[src/rtl/csr_trap_unit.sv]
// csr_trap_unit: machine-mode CSR file and trap controller for an RV32 core.
// Serves Zicsr reads/writes, tracks 64-bit mcycle/minstret, samples interrupt
// lines into mip, and arbitrates exceptions, interrupts and mret into a
// single-cycle redirect for fetch.
// Ports:
//   clk, rst                      clock, asynchronous active-high reset
//   csr_valid/op/addr/src/src_zero Zicsr request from decode/execute
//   csr_rdata, csr_illegal        old CSR value and access fault (comb)
//   exc_valid/code/tval, cur_pc   synchronous exception from the pipeline
//   int_window, mret, instr_retire pipeline status
//   irq_sw/timer/ext, irq_local   level-sensitive interrupt lines
//   redirect, redirect_pc         fetch redirect (comb)
//   irq_pending                   (mip & mie) != 0
module csr_trap_unit #(
  parameter int          NUM_LOCAL   = 4,
  parameter logic [31:0] RESET_MTVEC = 32'h0000_0000,
  parameter logic [31:0] MISA_VALUE  = 32'h4000_1101,
  parameter int          HART_ID     = 0,
  parameter bit          COUNTERS_EN = 1'b1
) (
  input  logic                                   clk,
  input  logic                                   rst,
  input  logic                                   csr_valid,
  input  logic [2:0]                             csr_op,
  input  logic [11:0]                            csr_addr,
  input  logic [31:0]                            csr_src,
  input  logic                                   csr_src_zero,
  output logic [31:0]                            csr_rdata,
  output logic                                   csr_illegal,
  input  logic                                   exc_valid,
  input  logic [4:0]                             exc_code,
  input  logic [31:0]                            exc_tval,
  input  logic [31:0]                            cur_pc,
  input  logic                                   int_window,
  input  logic                                   mret,
  input  logic                                   instr_retire,
  input  logic                                   irq_sw,
  input  logic                                   irq_timer,
  input  logic                                   irq_ext,
  input  logic [(NUM_LOCAL > 0 ? NUM_LOCAL : 1)-1:0] irq_local,
  output logic                                   redirect,
  output logic [31:0]                            redirect_pc,
  output logic                                   irq_pending
);

  localparam logic [11:0] A_MSTATUS   = 12'h300;
  localparam logic [11:0] A_MISA      = 12'h301;
  localparam logic [11:0] A_MIE       = 12'h304;
  localparam logic [11:0] A_MTVEC     = 12'h305;
  localparam logic [11:0] A_MSCRATCH  = 12'h340;
  localparam logic [11:0] A_MEPC      = 12'h341;
  localparam logic [11:0] A_MCAUSE    = 12'h342;
  localparam logic [11:0] A_MTVAL     = 12'h343;
  localparam logic [11:0] A_MIP       = 12'h344;
  localparam logic [11:0] A_MCYCLE    = 12'hB00;
  localparam logic [11:0] A_MINSTRET  = 12'hB02;
  localparam logic [11:0] A_MCYCLEH   = 12'hB80;
  localparam logic [11:0] A_MINSTRETH = 12'hB82;
  localparam logic [11:0] A_MVENDORID = 12'hF11;
  localparam logic [11:0] A_MARCHID   = 12'hF12;
  localparam logic [11:0] A_MIMPID    = 12'hF13;
  localparam logic [11:0] A_MHARTID   = 12'hF14;

  // Implemented interrupt bits: MSI, MTI, MEI and the local lines at 16+.
  localparam logic [31:0] LOCAL_MASK = (NUM_LOCAL == 0) ? 32'h0 :
                                       (((32'h1 << NUM_LOCAL) - 32'h1) << 16);
  localparam logic [31:0] IRQ_MASK   = 32'h0000_0888 | LOCAL_MASK;

  // State
  logic        st_mie, st_mpie;
  logic [31:0] mie_q, mip_q, mtvec_q, mscratch_q, mepc_q, mcause_q, mtval_q;
  logic [63:0] mcycle_q, minstret_q;

  // Combinational
  logic [31:0] mip_next, pend, rdata, wdata;
  logic [4:0]  irq_code, trap_code;
  logic        impl, op_ok, wr_req, ro_addr, csr_we;
  logic        take_exc, take_irq, trap;
  logic [31:0] vec_base;

  always_comb begin
    mip_next     = '0;
    mip_next[3]  = irq_sw;
    mip_next[7]  = irq_timer;
    mip_next[11] = irq_ext;
    for (int i = 0; i < NUM_LOCAL; i++) mip_next[16+i] = irq_local[i];
  end

  assign pend        = mip_q & mie_q;
  assign irq_pending = |pend;

  // Fixed priority: MEI > MSI > MTI > local 0 > local 1 ...
  // Written lowest-first so the highest-priority assignment lands last.
  always_comb begin
    irq_code = 5'd0;
    for (int i = NUM_LOCAL - 1; i >= 0; i--)
      if (pend[16+i]) irq_code = 5'(16 + i);
    if (pend[7])  irq_code = 5'd7;
    if (pend[3])  irq_code = 5'd3;
    if (pend[11]) irq_code = 5'd11;
  end

  assign take_exc  = exc_valid;
  assign take_irq  = !exc_valid && int_window && st_mie && (|pend);
  assign trap      = take_exc || take_irq;
  assign trap_code = take_exc ? exc_code : irq_code;

  // CSR read mux
  always_comb begin
    rdata = '0;
    impl  = 1'b1;
    case (csr_addr)
      A_MSTATUS:   rdata = {19'b0, 2'b11, 3'b0, st_mpie, 3'b0, st_mie, 3'b0};
      A_MISA:      rdata = MISA_VALUE;
      A_MIE:       rdata = mie_q;
      A_MTVEC:     rdata = mtvec_q;
      A_MSCRATCH:  rdata = mscratch_q;
      A_MEPC:      rdata = mepc_q;
      A_MCAUSE:    rdata = mcause_q;
      A_MTVAL:     rdata = mtval_q;
      A_MIP:       rdata = mip_q;
      A_MCYCLE:    rdata = COUNTERS_EN ? mcycle_q[31:0]   : 32'h0;
      A_MCYCLEH:   rdata = COUNTERS_EN ? mcycle_q[63:32]  : 32'h0;
      A_MINSTRET:  rdata = COUNTERS_EN ? minstret_q[31:0] : 32'h0;
      A_MINSTRETH: rdata = COUNTERS_EN ? minstret_q[63:32] : 32'h0;
      A_MVENDORID: rdata = 32'h0;
      A_MARCHID:   rdata = 32'h0;
      A_MIMPID:    rdata = 32'h0;
      A_MHARTID:   rdata = 32'(HART_ID);
      default:     impl  = 1'b0;
    endcase
  end

  assign csr_rdata = rdata;

  always_comb begin
    case (csr_op[1:0])
      2'b01:   wdata = csr_src;
      2'b10:   wdata = rdata | csr_src;
      2'b11:   wdata = rdata & ~csr_src;
      default: wdata = rdata;
    endcase
  end

  assign op_ok   = csr_op inside {3'b001, 3'b010, 3'b011, 3'b101, 3'b110, 3'b111};
  // Set/clear forms with a zero source are pure reads.
  assign wr_req  = csr_valid && op_ok && ((csr_op[1:0] == 2'b01) || !csr_src_zero);
  assign ro_addr = (csr_addr[11:10] == 2'b11) || (csr_addr == A_MISA);
  assign csr_illegal = csr_valid && (!impl || (wr_req && ro_addr));
  // A trap or mret in the same cycle drops the CSR write.
  assign csr_we  = wr_req && !csr_illegal && !trap && !mret;

  assign vec_base = {mtvec_q[31:2], 2'b00};

  always_comb begin
    redirect    = 1'b0;
    redirect_pc = 32'h0;
    if (!rst) begin
      redirect = trap || mret;
      if (trap)
        redirect_pc = (take_irq && mtvec_q[1:0] == 2'b01) ?
                      vec_base + {25'b0, irq_code, 2'b00} : vec_base;
      else
        redirect_pc = mepc_q;
    end
  end

  always_ff @(posedge clk or posedge rst) begin
    if (rst) begin
      st_mie     <= 1'b0;
      st_mpie    <= 1'b0;
      mie_q      <= '0;
      mip_q      <= '0;
      mtvec_q    <= RESET_MTVEC;
      mscratch_q <= '0;
      mepc_q     <= '0;
      mcause_q   <= '0;
      mtval_q    <= '0;
      mcycle_q   <= '0;
      minstret_q <= '0;
    end else begin
      mip_q <= mip_next;

      // Counters: a write to either half replaces it and skips the increment.
      if (COUNTERS_EN) begin
        if (csr_we && csr_addr == A_MCYCLE)       mcycle_q[31:0]  <= wdata;
        else if (csr_we && csr_addr == A_MCYCLEH) mcycle_q[63:32] <= wdata;
        else                                      mcycle_q <= mcycle_q + 64'd1;

        if (csr_we && csr_addr == A_MINSTRET)       minstret_q[31:0]  <= wdata;
        else if (csr_we && csr_addr == A_MINSTRETH) minstret_q[63:32] <= wdata;
        else if (instr_retire)                      minstret_q <= minstret_q + 64'd1;
      end

      if (trap) begin
        mepc_q   <= cur_pc & ~32'h3;
        mcause_q <= {take_irq, 26'b0, trap_code};
        mtval_q  <= take_exc ? exc_tval : 32'h0;
        st_mpie  <= st_mie;
        st_mie   <= 1'b0;
      end else if (mret) begin
        st_mie   <= st_mpie;
        st_mpie  <= 1'b1;
      end else if (csr_we) begin
        case (csr_addr)
          A_MSTATUS: begin
            st_mie  <= wdata[3];
            st_mpie <= wdata[7];
          end
          A_MIE:      mie_q      <= wdata & IRQ_MASK;
          // MODE 2/3 are reserved; fall back to direct mode.
          A_MTVEC:    mtvec_q    <= wdata[1] ? {wdata[31:2], 2'b00} : wdata;
          A_MSCRATCH: mscratch_q <= wdata;
          A_MEPC:     mepc_q     <= wdata & ~32'h3;
          A_MCAUSE:   mcause_q   <= wdata;
          A_MTVAL:    mtval_q    <= wdata;
          default: ;
        endcase
      end
    end
  end

endmodule

[config.mk]
export PLATFORM = sky130hd
export DESIGN_NAME = csr_trap_unit
export DESIGN_NICKNAME = d
export VERILOG_FILES = /design/src/rtl/csr_trap_unit.sv
export SDC_FILE = /design/constraint.sdc
export NUM_CORES = 1
export LEC_CHECK = 0
export CAP_MARGIN = 20
export CELL_PAD_IN_SITES_DETAIL_PLACEMENT = 1
export CELL_PAD_IN_SITES_GLOBAL_PLACEMENT = 2
export CORE_MARGIN = 2
export CORE_UTILIZATION = 36
export DETAILED_ROUTE_END_ITERATION = 12
export GPL_TIMING_DRIVEN = 0
export HOLD_SLACK_MARGIN = 0.06
export MAX_ROUTING_LAYER = met4
export PLACE_DENSITY_LB_ADDON = 0.1
export SLEW_MARGIN = 20
export SYNTH_ARGS = -nofsm -noshare
export SYNTH_HDL_FRONTEND = slang
export SYNTH_SLANG_ARGS = --single-unit
export TNS_END_PERCENT = 1
[constraint.sdc]
create_clock -name clk -period 13.92 [get_ports clk]
set_input_delay 2.784 -clock clk [delete_from_list [all_inputs] [get_ports clk]]
set_output_delay 2.784 -clock clk [all_outputs]
set_load 0.05 [all_outputs]
==> summary.md <==
| Metric | Value |
|---|---|
| HP Class | `reg -> reg` |
| Max-cap violation count | `0` |
| Clock Skews | `around 0.018 ns` |
| Top FF cell, synth | `dfrtp_1` |
| Die H | `~240 um` |
| Row cnt | `87` |
| Syn Area/Cell | `8.429 um2` |
| Chip width | `241.5 um` |
| DR DRC count | `0` |
| Post-CTS Hold Fix Bufs | `0` |
| 1st-iter DRT viols | `around 3500` |
| Post-Synth Simple-Gate Area | `0.2419` |
| Nets | `2799` |
| Largest net degree at the start of global routing | `93` |
| Post-synth cell types | `104` |
| Post-CTS Resized | `0` |
| Area occupied by multi-input gates | `11970 um2` |
| Hold EP | `mscratch_q[7]$_DFFE_PP0P_` |
| GPL Wtd Cong | `1.054` |
| Number of synthesized register bits | `301` |
| CTS Buf Count | `39` |
| Reg clk slew, reported paths | `about 0.060 ns` |
| Core Area | `56060 um2` |
| Finished Layout Cells | `3448` |
| Top cells by area, synth | `dfrtp_1, nand2_1, o21ai_0` |
| Fill count | `approximately 6600` |
| Overflow after GRT | `0` |
| Synth area leader | `dfrtp_1` |
| Fmax | `93.70 MHz` |
| Async S/R FF share, synth | `1.000` |
| Area added between synthesis and finish | `22.54%` |
| Pwr Density | `99.29 nW/um2` |
| CTS H-tree depth | `2` |
| Fin crit share | `0.7667` |
| Initial antenna violation count | `7` |
| Reg2Reg Setup Slack | `9.34 ns` |
| Slew at the pin with the worst max-slew slack | `roughly 1.2 ns` |
| RSZ-0062 raised after global routing | `no` |
| Fin crit period | `10.67 ns` |
| Worst setup EP type | `output pin` |
| Cells on worst reg2reg path | `8` |
| Share of post-route cells with drive strength above 1 | `0.09378` |
| Reg-to-Reg End | `mcycle_q[43]$_DFFE_PP0N_` |
| Top Ports | `198` |
| Adder-cell share of the synthesized area | `0.005299` |
| Final hold vios | `0` |
| FF/Latch Area | `7532 um2` |
| Worst-path fanout max | `10` |
| GRT Total Usage | `0.4580` |
| Synth top cells by count | `nand2_1, dfrtp_1, o21ai_0` |
| CP arrival | `approximately 7.9 ns` |
| Mapped Cells | `around 2400` |
| Pre-Repair DR Iteration Count | `6` |
| Compound-cell area share of the yosys netlist | `0.2571` |
| Syn. warnings | `0` |
| Clk_lat worst skew | `0.59 ns` |
| CP startpoint kind | `input port` |
| Final setup violating endpoints | `0` |
| Result of the run | `finished clean` |
| Hold path start | `mscratch_q[7]$_DFFE_PP0P_` |
| Vias in the first global route | `23080` |
| Detail Route Antenna Nets | `0` |
| Root buf cell | `clkbuf_16` |
| Total clock sinks | `301` |
| Reg2reg start | `mip_q[16]$_DFF_PP0_` |
| Placed instance count | `3372` |
| Mux contribution to synthesized area | `0.03593` |
| Crit Path Class | `in -> out` |
| Post-Syn Area | `20300 um2` |
| Max_slew headroom | `0.1843` |
| Final core occ | `0.4438` |
| Slew Limit Fails | `0` |
| DRT Wirelength | `131200 um` |
| Post-synth EDFFs | `0` |
| Share of the synthesized area in the top cell type | `0.3710` |
| Post-CTS setup buffers | `0` |
| Critical path required time | `roughly 11 ns` |
| Worst hold margin | `0.4818 ns` |
| Via count | `roughly 24000` |
| Pwr Total | `2.471 mW` |
| WL/cell | `38.05 um` |
| Hold path depth | `2` |
| Count leader, synth | `nand2_1` |
| Global-route wire length before repair | `~180000 um` |
| IO Port Bufs | `roughly 190` |
| Sequential fraction of the synthesis area | `0.3710` |
| Longest Clk Path Bufs | `3` |
| Post-Synth XOR/XNOR Area | `0.04141` |
| Vias per std cell | `between 6 and 7` |
| Main combinational cell family by area after synthesis | `compound AO/OA/AOI/OAI gates` |
| Die area | `58320 um2` |
| Leak | `9.757 nW` |
| Post-DP HPWL | `101400 um` |
| VDD IR max | `0.07827 mV` |
| CTS tree | `built` |
| Initial core utilization | `0.3622` |
## where the power goes
part	leakage [nW]	internal [mW]	switching [mW]
Clock	0.624	0.594	0.443
Combinational	5.27	0.141	0.289
Sequential	3.86	0.924	0.0796
Total	9.76	1.66	0.811
## placed cells by master (no fill, tap or decap), drive strengths merged, types with 11 or more instances in the layout
cell	n
nand2	317
dfrtp	301
o21ai	226
clkdlybuf4s50	186
nor2	184
clkbuf	165
nand3	125
buf	102
a21oi	99
nand4	77
nor3	67
a22oi	66
mux2i	56
xor2	55
xnor2	41
a211oi	39
o221ai	35
inv	35
and3	28
o211ai	28
and4	23
and2	22
a31oi	22
or3	22
a221oi	22
a21o	21
nor4	20
a22o	19
o22ai	17
a221o	15
mux2	15
a2111oi	15
nor3b	11
a311oi	11
clkinv	11
## cells by family (layout without fill, tap and decap cells)
group,count (synthesis),after routing
AO/OA/AOI/OAI,751,751
XOR/XNOR,96,96
adder cells (fa/ha/maj),8,8
buffers and inverters,223,500
flip-flops,301,301
multiplexers,71,71
other,1,7
AND/OR/NAND/NOR,958,958
## state kept, by name (all words and copies together) (netlist names)
name and count:
mcause_q 32, mcycle_q 64, mepc_q 30, mie_q 7, minstret_q 64, mip_q 7, mscratch_q 32, mtval_q 32
mtvec_q 31, st_mie 1, st_mpie 1
## how the worst max path moves through the flow
| stage | from | cells past startpoint | endpoint |
|---|---|---|---|
| after floorplan | rst | 2 | mcause_q[0]$_DFFE_PP0P_ |
| final | csr_addr[11] | 10 | csr_illegal |
| after detailed placement | csr_addr[11] | 10 | csr_illegal |
| after global placement | rst | 3 | minstret_q[44]$_DFFE_PP0P_ |
| after CTS | csr_addr[11] | 10 | csr_illegal |
| after global routing | csr_addr[11] | 10 | csr_illegal |
## through the flow
stage / setup WS, ns / TNS [ns] / area, um2
2_1_floorplan: 2.639 / 0 / 20310
3_3_place_gp: -2.442 / -716.31 / 23120
3_5_place_dp: 3.558 / 0 / 23580
4_1_cts: 3.553 / 0 / 24830
5_1_grt: 3.298 / 0 / 24880
6_report: 3.248 / 0 / 24880
## final cells by class
type | count | area share
Clock buffer | 57 | 0.04641
Buffer | 187 | 0.03319
Sequential cell | 301 | 0.3027
Timing Repair Buffer | 209 | 0.08820
Multi-Input combinational cell | 1886 | 0.4812
Clock inverter | 11 | 0.003973
Tap cell | 756 | 0.03802
Inverter | 36 | 0.005733
Antenna cell | 5 | 0.0005029
## critical path, stage by stage
cell	delay, ns
clkdlybuf4s50_1	0.66
and4bb_2	0.36
nand2_1	0.13
clkbuf_1	0.87
buf_1	0.72
nor2_1	0.49
a41oi_1	0.31
nand4_1	0.29
a21boi_0	0.37
clkdlybuf4s50_1	0.87
## per-layer routing
metal / global-route usage / vias up / wire length [um] / part of all wire
li1: - / 9619 / - / -
met1: 0.6154 / 12150 / 54050 / 0.41
met4: 0.1981 / 0 / 6499 / 0.050
met3: 0.1174 / 371 / 15700 / 0.12
met2: 0.6481 / 1681 / 54940 / 0.42
met5: - / - / 0 / 0
(Power assumes the default switching activity.)
